### src/rtl/rx_sync_fsm.sv
// Receive-side JESD204B lane link controller.
// Runs code group synchronisation and drives SYNC~, then checks the initial lane alignment
// sequence. After that it delivers frame-aligned user octets with /F/ and /A/ replacement
// undone, and counts data-phase link errors.
module rx_sync_fsm #(
    parameter int F          = 8,
    parameter int K          = 4,
    parameter int ILAS_MF    = 4,
    parameter int CGS_K_CNT  = 4,
    parameter int ERR_THRESH = 8
) (
    input  logic       clk,
    input  logic       rst_n,
    input  logic [7:0] i_data,
    input  logic       i_k,
    input  logic       i_vld,
    input  logic       i_code_err,
    input  logic       i_lmfc_edge,
    input  logic       i_resync_req,
    output logic       o_sync_n,
    output logic [2:0] o_state,
    output logic [7:0] o_data,
    output logic       o_data_vld,
    output logic       o_sof,
    output logic       o_somf,
    output logic       o_k_replaced,
    output logic       o_ilas_done,
    output logic [7:0] o_err_cnt
);

    localparam int POS_W = (F > 1) ? $clog2(F) : 1;
    localparam int FRM_W = (K > 1) ? $clog2(K) : 1;
    localparam int MF_W  = (ILAS_MF > 1) ? $clog2(ILAS_MF) : 1;
    localparam int KC_W  = $clog2(CGS_K_CNT + 1);

    localparam logic [POS_W-1:0] POS_LAST = POS_W'(F - 1);
    localparam logic [POS_W-1:0] POS_ONE  = POS_W'(1);
    localparam logic [FRM_W-1:0] FRM_LAST = FRM_W'(K - 1);
    localparam logic [MF_W-1:0]  MF_LAST  = MF_W'(ILAS_MF - 1);
    localparam logic [MF_W-1:0]  MF_ONE   = MF_W'(1);
    localparam logic [KC_W-1:0]  KC_LAST  = KC_W'(CGS_K_CNT - 1);
    localparam logic [KC_W-1:0]  KC_ONE   = KC_W'(1);
    localparam logic [7:0]       ERR_TH   = 8'(ERR_THRESH);

    localparam logic [7:0] CH_K = 8'hBC;
    localparam logic [7:0] CH_R = 8'h1C;
    localparam logic [7:0] CH_Q = 8'h9C;
    localparam logic [7:0] CH_A = 8'h7C;
    localparam logic [7:0] CH_F = 8'hFC;

    typedef enum logic [2:0] {
        CS_INIT      = 3'd0,
        CS_SYNCED    = 3'd1,
        CS_WAIT_ILAS = 3'd2,
        CS_ILAS      = 3'd3,
        CS_DATA      = 3'd4
    } state_t;

    state_t           state;
    logic [KC_W-1:0]  kcnt;
    // Position of the octet arriving this cycle (octet / frame / multiframe).
    logic [POS_W-1:0] pos;
    logic [FRM_W-1:0] frame;
    logic [MF_W-1:0]  mf;
    // Last delivered octet of the most recent frame, source for /F/ and /A/ restoration.
    logic [7:0]       last_octet;

    logic             err, is_kk, is_r, is_q, is_a, is_f;
    logic             pos_last, frame_last, mf_last;
    logic [POS_W-1:0] pos_nxt;
    logic [FRM_W-1:0] frame_nxt;
    logic [MF_W-1:0]  mf_nxt;
    logic             ilas_bad, repl, data_err, fail;
    logic [7:0]       ecnt_nxt;

    function automatic logic [7:0] sat_inc8(input logic [7:0] v);
        return (v == 8'hFF) ? v : v + 8'd1;
    endfunction

    assign o_state = state;

    // Decode the incoming octet against the current position and decide whether the link drops to INIT.
    always_comb begin
        err        = i_vld & i_code_err;
        is_kk      = i_k & (i_data == CH_K);
        is_r       = i_k & (i_data == CH_R);
        is_q       = i_k & (i_data == CH_Q);
        is_a       = i_k & (i_data == CH_A);
        is_f       = i_k & (i_data == CH_F);
        pos_last   = (pos == POS_LAST);
        frame_last = (frame == FRM_LAST);
        mf_last    = (mf == MF_LAST);

        pos_nxt   = pos_last ? '0 : pos + 1'b1;
        frame_nxt = frame;
        mf_nxt    = mf;
        if (pos_last) begin
            frame_nxt = frame_last ? '0 : frame + 1'b1;
            if (frame_last)
                mf_nxt = mf + 1'b1;
        end

        ilas_bad = err
                 | ((pos == '0) & (frame == '0) & ~is_r)
                 | ((mf == MF_ONE) & (frame == '0) & (pos == POS_ONE) & ~is_q)
                 | (frame_last & pos_last & ~is_a);

        // Any frame-last position accepts /F/; /A/ is legal there too (it covers the multiframe end).
        repl     = ~err & pos_last & (is_f | is_a);
        data_err = err | (i_k & ~repl);
        ecnt_nxt = data_err ? sat_inc8(o_err_cnt) : o_err_cnt;

        case (state)
            CS_INIT:      fail = 1'b0;
            CS_SYNCED:    fail = i_vld & (err | ~is_kk);
            CS_WAIT_ILAS: fail = i_vld & (err | ~(is_kk | is_r));
            CS_ILAS:      fail = i_vld & ilas_bad;
            CS_DATA:      fail = i_vld & ((ecnt_nxt >= ERR_TH) | (is_kk & (kcnt == KC_ONE)));
            default:      fail = 1'b1;
        endcase
    end

    // Link state machine with all outputs registered.
    always_ff @(posedge clk) begin
        if (!rst_n) begin
            state        <= CS_INIT;
            o_sync_n     <= 1'b0;
            o_data       <= '0;
            o_data_vld   <= 1'b0;
            o_sof        <= 1'b0;
            o_somf       <= 1'b0;
            o_k_replaced <= 1'b0;
            o_ilas_done  <= 1'b0;
            o_err_cnt    <= '0;
            kcnt         <= '0;
            pos          <= '0;
            frame        <= '0;
            mf           <= '0;
            last_octet   <= '0;
        end else begin
            o_data_vld   <= 1'b0;
            o_sof        <= 1'b0;
            o_somf       <= 1'b0;
            o_k_replaced <= 1'b0;
            if (i_resync_req || fail) begin
                // The error that trips the threshold is still counted.
                if (!i_resync_req && state == CS_DATA)
                    o_err_cnt <= ecnt_nxt;
                state       <= CS_INIT;
                o_sync_n    <= 1'b0;
                o_ilas_done <= 1'b0;
                kcnt        <= '0;
                pos         <= '0;
                frame       <= '0;
                mf          <= '0;
            end else begin
                case (state)
                    CS_INIT: begin
                        if (i_vld) begin
                            if (is_kk && !err) begin
                                if (kcnt == KC_LAST) begin
                                    state     <= CS_SYNCED;
                                    kcnt      <= '0;
                                    o_err_cnt <= '0;
                                end else begin
                                    kcnt <= kcnt + 1'b1;
                                end
                            end else begin
                                kcnt <= '0;
                            end
                        end
                    end
                    CS_SYNCED: begin
                        if (i_lmfc_edge) begin
                            state    <= CS_WAIT_ILAS;
                            o_sync_n <= 1'b1;
                        end
                    end
                    CS_WAIT_ILAS: begin
                        // The first /R/ is ILAS octet 0; counters step past it.
                        if (i_vld && is_r) begin
                            state <= CS_ILAS;
                            pos   <= pos_nxt;
                            frame <= frame_nxt;
                            mf    <= mf_nxt;
                        end
                    end
                    CS_ILAS: begin
                        if (i_vld) begin
                            if (pos_last && frame_last && mf_last) begin
                                state       <= CS_DATA;
                                o_ilas_done <= 1'b1;
                                pos         <= '0;
                                frame       <= '0;
                                mf          <= '0;
                            end else begin
                                pos   <= pos_nxt;
                                frame <= frame_nxt;
                                mf    <= mf_nxt;
                            end
                        end
                    end
                    CS_DATA: begin
                        if (i_vld) begin
                            o_data       <= repl ? last_octet : i_data;
                            o_data_vld   <= 1'b1;
                            o_sof        <= (pos == '0);
                            o_somf       <= (pos == '0) && (frame == '0);
                            o_k_replaced <= repl;
                            o_err_cnt    <= ecnt_nxt;
                            kcnt         <= is_kk ? kcnt + 1'b1 : '0;
                            if (pos_last)
                                last_octet <= repl ? last_octet : i_data;
                            pos   <= pos_nxt;
                            frame <= frame_nxt;
                        end
                    end
                    default: state <= CS_INIT;
                endcase
            end
        end
    end

endmodule
### config.mk
export PLATFORM = sky130hd
export DESIGN_NAME = rx_sync_fsm
export DESIGN_NICKNAME = d
export VERILOG_FILES = /design/src/rtl/rx_sync_fsm.sv
export SDC_FILE = /design/constraint.sdc
export NUM_CORES = 1
export LEC_CHECK = 0
export CAP_MARGIN = 5
export CORE_MARGIN = 3
export CORE_UTILIZATION = 45
export CTS_CLUSTER_DIAMETER = 150
export DETAILED_ROUTE_END_ITERATION = 10
export PLACE_DENSITY = 0.73
export SETUP_SLACK_MARGIN = 0.02
export SYNTH_ARGS = -nofsm -noshare
export SYNTH_HDL_FRONTEND = slang
export SYNTH_SLANG_ARGS = --single-unit
### constraint.sdc
create_clock -name clk -period 3.4 [get_ports clk]
set_clock_uncertainty 0.2 [all_clocks]
set_input_delay 0.85 -clock clk [delete_from_list [all_inputs] [get_ports clk]]
set_output_delay 0.85 -clock clk [all_outputs]
set_load 0.02 [all_outputs]
==> summary.md <==
| Metric | Value |
|---|---|
| Layout area overhead | 33.1% |
| PortBufs | 39 |
| Chip width | 80.6 um |
| Pin count of the biggest net entering global routing | 18 |
| Sequential cell area | 861 um^2 |
| H-tree depth | 2 |
| Initial antenna violation count | 0 |
| Max Freq | 310 MHz |
| Vias/cell | 5.68 |
| Clock Tree Root | clkbuf_8 |
| Peak VDD IR | 0.252 mV |
| CTS tree | done |
| Area occupied by multi-input gates | 0.00152 mm^2 |
| Clock buffer depth | 2 |
| WHS | 0.276 ns |
| Initial drt markers | 218 |
| Final Hold Viols | 0 |
| Final Setup Violations | 0 |
| Slew HR | 58.9% |
| Crit path max fanout | 4 |
| Post-layout net count | 399 |
| Remaining routing DRC violations | 0 |
| Synth cell types | 55 |
| Share of layout cells above drive strength 1 | 16.4% |
| Final wirelength | 6680 um |
| Setup_tns | 0 ns |
| RSZ-0062 raised after global routing | true |
| DRT antenna net count | 0 |
| Syn nets | 329 |
| Total global routing overflow | 0 |
| Worst Setup Start Kind | input port |
| Sequential area share after synthesis | 34.4% |
| GR Util All Layers | 22.1% |
| Kind of critical path | input port to flop |
| Final Critical Period | 3.22 ns |
| Io pins | 40 |
| Worst-skew pair later-pin latency | 0.30 ns |
| Mapped Cells | 301 |
| FF+latch count, synth | 43 |
| Final worst path period share | 94.8% |
| Primary FF master, synth | dfxtp_1 |
| Worst path required time | 3.40 ns |
| Clock sinks | 43 |
| TritonCTS Buffers | 5 |
| Setup Buffers After CTS | 0 |
| Via count | 2,503 |
| Pre-antenna DRT Iters | 4 |
| Mapped Avg Cell Area | 8.32 um^2 |
| Vias in the first global route | 2,456 |
| Die Ht | 80.6 um |
| Cell Pwr Density | 294 mW/mm^2 |
| GPL Wtd Cong | 0.894 |
| Cell area after synthesis | 0.00250 mm^2 |
| Run status | complete, no violations |
| Crit path arrival time | 3.23 ns |
| Core area | 0.00524 mm^2 |
| Worst-Margin Slew | 0.610 ns |
| Std-Cell Rows | 26 |
| Ys Warns | 0 |
| CP endpoint kind | flop |
| Max cap viols | 0 |
| Routed WL per cell | 15.1 um |
| Initial core utilization | 47.8% |
| Hold-fix buffers at CTS | 0 |
| Synth async-reset ratio | 0% |
| CTS resizes | 0 |
| First-pass GRT wire length | 11,300 um |
| Leak pwr | 0.00130 uW |
| Die area | 0.00649 mm^2 |
| Hold Path Class | flop to flop |
| Fill cells | 470 |
| Antenna diode count | 0 |
| Fin. max-slew vios | 0 |
| Post-DP HPWL | 4940 um |
| Register clock-pin slew on the reported worst setup and hold paths | 0.08 ns |
| Post-synth EDFFs | 0 |
## flip-flops by register name (all words and copies together) (netlist names)
signal	count
o_sync_n	1
frame	2
o_data	8
o_ilas_done	1
last_octet	8
o_k_replaced	1
o_state	3
o_data_vld	1
o_somf	1
o_sof	1
mf	2
kcnt	3
o_err_cnt	8
pos	3
## through the flow
step | power, uW | instance area [um^2] | utilization (%) | setup WS, ns | std cells
2_1_floorplan | 548 | 2500 | - | 0.462 | 301
3_3_place_gp | 598 | 3200 | 61.2 | -0.163 | 434
3_5_place_dp | 598 | 3200 | 61.2 | -0.211 | 434
4_1_cts | 988 | 3310 | 63.2 | 0.0942 | 441
5_1_grt | 1020 | 3330 | 63.6 | -0.0346 | 441
6_report | 979 | 3330 | 63.6 | 0.175 | 441
## final cells by class
type,instances,share of cell area [%]
repair buffers,78,20.5
multi-input cells,224,45.7
clock buffers,5,2.06
flip-flops and latches,43,25.8
clock inverters,2,1.13
well taps,70,2.63
inverters,19,2.14
## critical path, cell delays in order
cell	delay, ns
clkdlybuf4s50_1	0.53
buf_4	0.14
nand2b_1	0.11
or3_1	0.32
o31a_1	0.29
o31ai_2	0.27
buf_4	0.18
and2_1	0.18
a31oi_1	0.06
o221a_2	0.28
## worst paths after layout
path / start / endpoint / slack [ns] / cells past startpoint
worst min register to register: last_octet[1] / last_octet[1] / 0.28 / 2
worst max register to register: pos[0] / mf[0] / 0.47 / 10
worst min-delay path: last_octet[1] / last_octet[1] / 0.28 / 2
worst max-delay path: i_k / o_err_cnt[7] / 0.18 / 10
## cells in the mapped netlist, types with 5 or more instances
| cell | number | area [um^2] |
|---|---|---|
| clkbuf_1 | 8 | 30.0 |
| dfxtp_1 | 43 | 861 |
| ha_1 | 13 | 163 |
| nor2_1 | 33 | 124 |
| nand3_1 | 10 | 50.1 |
| mux2i_1 | 15 | 150 |
| a211oi_1 | 5 | 37.5 |
| buf_2 | 5 | 25.0 |
| inv_1 | 19 | 71.3 |
| nand2_1 | 29 | 109 |
| o21ai_0 | 8 | 40.0 |
| nor3_1 | 9 | 45.0 |
| and3_1 | 5 | 31.3 |
| a31oi_1 | 7 | 43.8 |
| a21oi_1 | 17 | 85.1 |
## cells by family after synthesis
group / Yosys count / synth area share (%)
AND/OR/NAND/NOR: 118 / 24.1
flip-flops: 43 / 34.4
buffers and inverters: 34 / 5.70
XOR/XNOR: 3 / 1.05
adder cells (fa/ha/maj): 13 / 6.50
multiplexers: 15 / 6.00
AO/OA/AOI/OAI: 75 / 22.3
## metal layers
layer / GRT usage [%] / vias up / routed length (um)
met4: 7.43 / 0 / 130
met5: 0 / - / 0
met1: 28.0 / 1181 / 3060
met2: 36.7 / 74 / 3200
met3: 4.93 / 16 / 293
li1: - / 1232 / -
## cells in the final DEF, fill, tap and decap left out, drive strengths merged, types with 3 or more instances in the layout
cell / n
dfxtp: 43
clkdlybuf4s50: 39
buf: 39
nor2: 33
nand2: 29
inv: 19
a21oi: 18
mux2i: 15
ha: 13
nand3: 10
o21ai: 10
nor3: 9
a31oi: 7
o221a: 6
and3: 5
clkbuf: 5
nor4: 5
a211oi: 5
nand4: 4
nor2b: 4
and2: 4
o21a: 4
xnor2: 3
and4b: 3
a311oi: 3
o31ai: 3
## where the power goes
part           leakage, uW  internal, uW  switching, uW
Combinational     0.000905          44.0           42.3
Sequential        0.000346           503        0.00258
Clock            0.0000502           215            175
Total              0.00130           762            217
No activity file was read; power rests on OpenSTA's default activity.
